==> src/rtl/pe_arith_pkg.sv <==
// Shared arithmetic definitions for the PE coprocessor datapath: operation
// encodings and pipeline depth derivation for the segmented adder.
package pe_arith_pkg;

  localparam logic OP_ADD = 1'b0;
  localparam logic OP_SUB = 1'b1;

  function automatic int calc_nstg(input int width, input int seg);
    return width / seg;
  endfunction

endpackage

==> src/rtl/pe_seg_stage.sv <==
// One pipeline stage of the segmented adder: resolves segment IDX of the sum
// and carries the still-unprocessed operand bits forward with the partial sum.
module pe_seg_stage
  import pe_arith_pkg::*;
#(
  parameter int WIDTH = 32,
  parameter int SEG   = 8,
  parameter int IDX   = 0
) (
  input  logic             clk,
  input  logic             rst_n,
  input  logic             load,
  input  logic             up_valid,
  input  logic [WIDTH-1:0] up_a,
  input  logic [WIDTH-1:0] up_b,
  input  logic [WIDTH-1:0] up_sum,
  input  logic             up_c,
  output logic             valid,
  output logic [WIDTH-1:0] a,
  output logic [WIDTH-1:0] b,
  output logic [WIDTH-1:0] sum,
  output logic             c
);

  localparam int LO = IDX * SEG;

  logic [SEG:0]       seg_res;
  logic [WIDTH-1:0]   sum_next;

  always_comb begin
    seg_res  = {1'b0, up_a[LO +: SEG]} + {1'b0, up_b[LO +: SEG]} + {{SEG{1'b0}}, up_c};
    sum_next = up_sum;
    sum_next[LO +: SEG] = seg_res[SEG-1:0];
  end

  // Data only changes on a real transfer, so a stalled result stays put.
  always_ff @(posedge clk or negedge rst_n) begin
    if (!rst_n) begin
      valid <= 1'b0;
      a     <= '0;
      b     <= '0;
      sum   <= '0;
      c     <= 1'b0;
    end else if (load) begin
      valid <= up_valid;
      if (up_valid) begin
        a   <= up_a;
        b   <= up_b;
        sum <= sum_next;
        c   <= seg_res[SEG];
      end
    end
  end

endmodule

==> src/rtl/pe_pipe_adder.sv <==
// Pipelined WIDTH-bit adder/subtractor, one SEG-bit carry segment per stage,
// with valid/ready handshaking and bubble compression on both sides.
module pe_pipe_adder
  import pe_arith_pkg::*;
#(
  parameter int WIDTH = 32,
  parameter int SEG   = 8
) (
  input  logic             clk,
  input  logic             rst_n,
  input  logic             in_valid,
  output logic             in_ready,
  input  logic [WIDTH-1:0] in_a,
  input  logic [WIDTH-1:0] in_b,
  input  logic             in_cin,
  input  logic             in_sub,
  output logic             out_valid,
  input  logic             out_ready,
  output logic [WIDTH-1:0] out_sum,
  output logic             out_cout,
  output logic             out_ovf
);

  localparam int NSTG = calc_nstg(WIDTH, SEG);

  generate
    if (WIDTH % SEG != 0) begin : g_bad_width
      $error("pe_pipe_adder: WIDTH must be a multiple of SEG");
    end
  endgenerate

  // Index 0 is the input port side; index k+1 is the register of stage k.
  logic [WIDTH-1:0] a_s   [NSTG+1];
  logic [WIDTH-1:0] b_s   [NSTG+1];
  logic [WIDTH-1:0] sum_s [NSTG+1];
  logic [NSTG:0]    valid_s;
  logic [NSTG:0]    c_s;
  logic [NSTG-1:0]  load;
  logic             acc;
  logic             unused_bits;

  assign valid_s[0] = in_valid;
  assign a_s[0]     = in_a;
  assign b_s[0]     = (in_sub == OP_ADD) ? in_b : ~in_b;
  assign sum_s[0]   = '0;
  assign c_s[0]     = (in_sub == OP_SUB) ? 1'b1 : in_cin;

  // A stage may load if it or any stage downstream of it has a free slot,
  // unrolled from the output so no combinational loop is formed.
  always_comb begin
    load = '0;
    acc  = out_ready;
    for (int k = NSTG - 1; k >= 0; k--) begin
      acc     = acc || !valid_s[k+1];
      load[k] = acc;
    end
  end

  assign in_ready = load[0];

  for (genvar k = 0; k < NSTG; k++) begin : g_stage
    pe_seg_stage #(
      .WIDTH(WIDTH),
      .SEG  (SEG),
      .IDX  (k)
    ) u_stage (
      .clk     (clk),
      .rst_n   (rst_n),
      .load    (load[k]),
      .up_valid(valid_s[k]),
      .up_a    (a_s[k]),
      .up_b    (b_s[k]),
      .up_sum  (sum_s[k]),
      .up_c    (c_s[k]),
      .valid   (valid_s[k+1]),
      .a       (a_s[k+1]),
      .b       (b_s[k+1]),
      .sum     (sum_s[k+1]),
      .c       (c_s[k+1])
    );
  end

  assign out_valid = valid_s[NSTG];
  assign out_sum   = sum_s[NSTG];
  assign out_cout  = c_s[NSTG];
  assign out_ovf   = (a_s[NSTG][WIDTH-1] == b_s[NSTG][WIDTH-1]) &&
                     (sum_s[NSTG][WIDTH-1] != a_s[NSTG][WIDTH-1]);

  // Only the operand sign bits are needed past the last stage.
  assign unused_bits = ^{a_s[NSTG][WIDTH-2:0], b_s[NSTG][WIDTH-2:0]};

endmodule

==> config.mk <==
export PLATFORM = sky130hd
export DESIGN_NAME = pe_pipe_adder
export DESIGN_NICKNAME = d
export VERILOG_FILES = /design/src/rtl/pe_arith_pkg.sv /design/src/rtl/pe_seg_stage.sv /design/src/rtl/pe_pipe_adder.sv
export SDC_FILE = /design/constraint.sdc
export NUM_CORES = 1
export LEC_CHECK = 0
export BUFFER_PORTS_ARGS = -buffer_cell sky130_fd_sc_hd__buf_4
export CAP_MARGIN = 20
export CORE_MARGIN = 3
export CORE_UTILIZATION = 35
export CTS_BUF_LIST = sky130_fd_sc_hd__clkbuf_16
export DETAILED_ROUTE_END_ITERATION = 6
export PLACE_DENSITY_LB_ADDON = 0.2
export SKIP_CTS_REPAIR_TIMING = 1
export SLEW_MARGIN = 25
export SYNTH_ARGS = -nofsm -noshare
export SYNTH_HDL_FRONTEND = slang
export SYNTH_SLANG_ARGS = --single-unit
export TNS_END_PERCENT = 1
==> constraint.sdc <==
create_clock -name clk -period 3.4 [get_ports clk]
set_clock_uncertainty 0.05 [all_clocks]
set_input_delay 0.51 -clock clk [delete_from_list [all_inputs] [get_ports clk]]
set_output_delay 0.51 -clock clk [all_outputs]
set_load 0.03 [all_outputs]
==> flow_metrics.py <==
metrics = {
    "route": {
        "ant_nets": 0,
        "route.detailed.wl_per_inst_um": 15.7,
        "detail_route.wirelength_um": 17000,
        "drc": 0,
        "vias_per_cell": 4.79,
        "drt_first_iter_violations": 203,
        "first_pass_iters": 7,
        "number_of_vias_in_the_routed_layout": 5181,
    },
    "synth": {
        "yosysSeqAreaShare": 0.555,
        "synth_nets": 750,
        "yosys_most_used_dff": "sky130_fd_sc_hd__dfrtp_1",
        "synth-warning-count": 0,
        "total_of_flip_flops_plus_latches_after_synthesis": 186,
        "post_synth_instance_area_mm2": 0.00839,
        "asr_flop_ratio_synth": 1.00,
        "cells_after_synth": 644,
        "avgSynthCellArea_um2": 13.0,
        "synthDistinctLibCells": 41,
        "number_of_enable_flip_flop_cells_after_synthesis": 0,
    },
    "worst_setup_path": {
        "critPathLaunch": "in_sub",
        "crit_slowest_cell": "sky130_fd_sc_hd__fa_1",
        "crit-reg2reg-capture": "g_stage[1].u_stage.sum[14]",
        "setup.worst_path.end_class": "flip-flop",
        "slowest_delay_ns": 0.44,
        "rrSetupSlack_ns": 0.93,
        "r2r_start": "g_stage[0].u_stage.a[8]",
        "criticalPathCategory": "primary input to flip-flop",
        "cp-start-kind": "primary input",
        "timing.critical_path.fanout_max": 10,
        "r2r.worst_path.cells": 7,
        "crit_arrival_ns": 2.77,
        "path_cells": "buf_4 > or2_2 > fa_1 > fa_1 > a211oi_1 > o21ai_0 > and3_1 > o21ai_0 > a21oi_1",
        "cp.required_ns": 3.65,
    },
    "floorplanning": {
        "floorplan.io_pins": 106,
        "die_area_mm2": 0.0259,
        "start_util": 0.356,
        "die_span_in_x_um": 161,
        "die-height_um": 161,
        "row_count": 56,
        "placeableCoreArea_mm2": 0.0235,
    },
    "pwr": {
        "post-layout-total-power_w": 0.00811,
        "vdd_ir_drop_max_v": 0.000288,
        "pwr_density_cell_mw_per_mm2": 809,
        "power.leakage_nw": 4.48,
    },
    "global_route": {
        "grt-ovfl-total": 0,
        "grt_usage": 0.137,
        "antenna_found_initial": 0,
        "largest_net_degree_at_the_start_of_global_routing": 86,
        "grt_first_pass_wirelength_um": 28500,
        "grt_pass1_vias": 5558,
    },
    "clock_network": {
        "cts_sinks": 186,
        "clock_latency_ns": 0.43,
        "cts_inserted_buffers": 17,
        "clock_tree_from_tritoncts": "yes",
        "cts_root_buffer": "sky130_fd_sc_hd__clkbuf_16",
        "clkSlewWorstSetupHoldPaths_ns": 0.07,
        "cts.htree.levels": 4,
        "max-clock-path-buffers": 2,
    },
    "timing": {
        "setup_viol_count_final": 0,
        "timing_hold_violations_final": 0,
        "max_clk_rate_mhz": 398,
        "fin_tns_setup_ns": 0,
        "grt_setup_unrepaired": "false",
        "tightestPinTransition_ns": 0.762,
        "min_period_over_period": 0.739,
        "max_slew_margin": 0.491,
        "final-max-slew-violation-count": 0,
        "finalCriticalPeriod_ns": 2.51,
    },
    "place": {
        "finalWeightedCongestion": 0.818,
        "buffer_ports.inserted": 105,
        "dp.final_hpwl_um": 11900,
    },
    "outcome": {
        "status": "finished clean",
    },
    "cells_and_area": {
        "share_of_the_core_filled_with_cells_in_the_final_layout": 0.426,
        "area.sequential_mm2": 0.00465,
        "drive_above_1_share": 0.356,
        "multi_input_comb_area_mm2": 0.00352,
        "flow.area_growth_from_synthesis_pct": 19.5,
        "final.fill_count": 2230,
        "layout.nets": 856,
        "antennaDiodeCount": 0,
    },
    "job": {
        "maxCapViolations": 0,
    },
    "worst_hold_path": {
        "min_path_type": "primary input to async pin",
    },
}
-- power breakdown --
part / switching (W) / internal [W]
clock network: 0.000896 / 0.000952
registers: 0.000461 / 0.00298
logic: 0.00147 / 0.00136
total: 0.00282 / 0.00529
-- area by class of cell --
class / instances / share of cell area
clock inverter: 15 / 0.0116
inverter: 6 / 0.00225
sequential: 186 / 0.464
timing repair buffer: 114 / 0.0885
clock buffer: 17 / 0.0424
multi-input combinational: 425 / 0.351
tap: 319 / 0.0398
-- worst max-delay path by stage --
stage                                      end  slack (ns)  cells after the start
final                     g_stage[0].u_stage.c        0.89                      9
after global routing      g_stage[2].u_stage.c        0.75                      7
after CTS                 g_stage[0].u_stage.c        0.90                      9
after detailed placement  g_stage[0].u_stage.c        0.46                      9
after global placement    g_stage[0].u_stage.c        0.49                      9
after floorplan           g_stage[0].u_stage.c        0.47                     10
-- cell families (layout without fill, tap and decap cells) --
group | Yosys count | count (layout) | share of synthesized area
xor gates and xnor gates | 47 | 47 | 0.0491
adders and majority gates | 36 | 36 | 0.0609
DFF | 186 | 186 | 0.555
buffers and inverters | 33 | 152 | 0.0270
and+or+nand+nor | 95 | 95 | 0.0534
AOI/OAI and AO/OA | 118 | 118 | 0.0817
muxes | 129 | 129 | 0.173
-- per-stage QoR --
step,std cells,hold slack (ns),area [µm²],setup WS (ns)
floorplan,644,0.164,8390,0.466
global placement,1050,0.413,9480,0.488
detailed placement,1050,0.419,9480,0.461
CTS,1082,0.0479,10000,0.897
global route,1082,0.0523,10000,0.746
finish,1082,0.0219,10000,0.886
-- worst max-delay path, delay by kind of cell --
kind / cells / cell delay, ns
fa+ha+maj: 2 / 0.87
simple gates: 2 / 0.52
compound gates: 4 / 0.67
buf+inv: 1 / 0.17
-- routing by layer --
metal,vias to the layer above,GRT usage,routed length (µm)
met3,8,0.0384,606
met4,0,0.0329,112
li1,2463,-,-
met1,2618,0.181,7820
met5,-,0,0
met2,92,0.226,8440
-- state kept, by name (all words and copies together), names as in the netlist --
| signal | flops |
|---|---|
| g_stage.u_stage.a | 49 |
| g_stage.u_stage.b | 49 |
| g_stage.u_stage.c | 4 |
| g_stage.u_stage.sum | 80 |
| g_stage.u_stage.valid | 4 |
-- synthesized netlist by cell type (11+ instances only) --
library cell,n,area share
sky130_fd_sc_hd__dfrtp_1,186,0.55
sky130_fd_sc_hd__o21ai_1,11,0.0066
sky130_fd_sc_hd__xor2_1,20,0.021
sky130_fd_sc_hd__nor2_1,14,0.0063
sky130_fd_sc_hd__xnor2_1,27,0.028
sky130_fd_sc_hd__o21ai_0,50,0.030
sky130_fd_sc_hd__nand2_1,55,0.025
sky130_fd_sc_hd__ha_1,28,0.042
sky130_fd_sc_hd__a21oi_1,20,0.012
sky130_fd_sc_hd__mux2_2,116,0.16
sky130_fd_sc_hd__mux2_1,13,0.017
sky130_fd_sc_hd__buf_2,11,0.0066
-- cell usage in the layout (no fill, tap or decap), drive strengths merged, types with 8 or more instances in the layout --
cell type / n
dfrtp: 186
nor2: 14
fa: 8
clkbuf: 18
buf: 113
xor2: 20
mux2: 129
nand2b: 9
a211oi: 10
o21ai: 61
xnor2: 27
inv: 14
nand2: 58
a21oi: 20
ha: 28
Power figures use the tool's default switching activity.
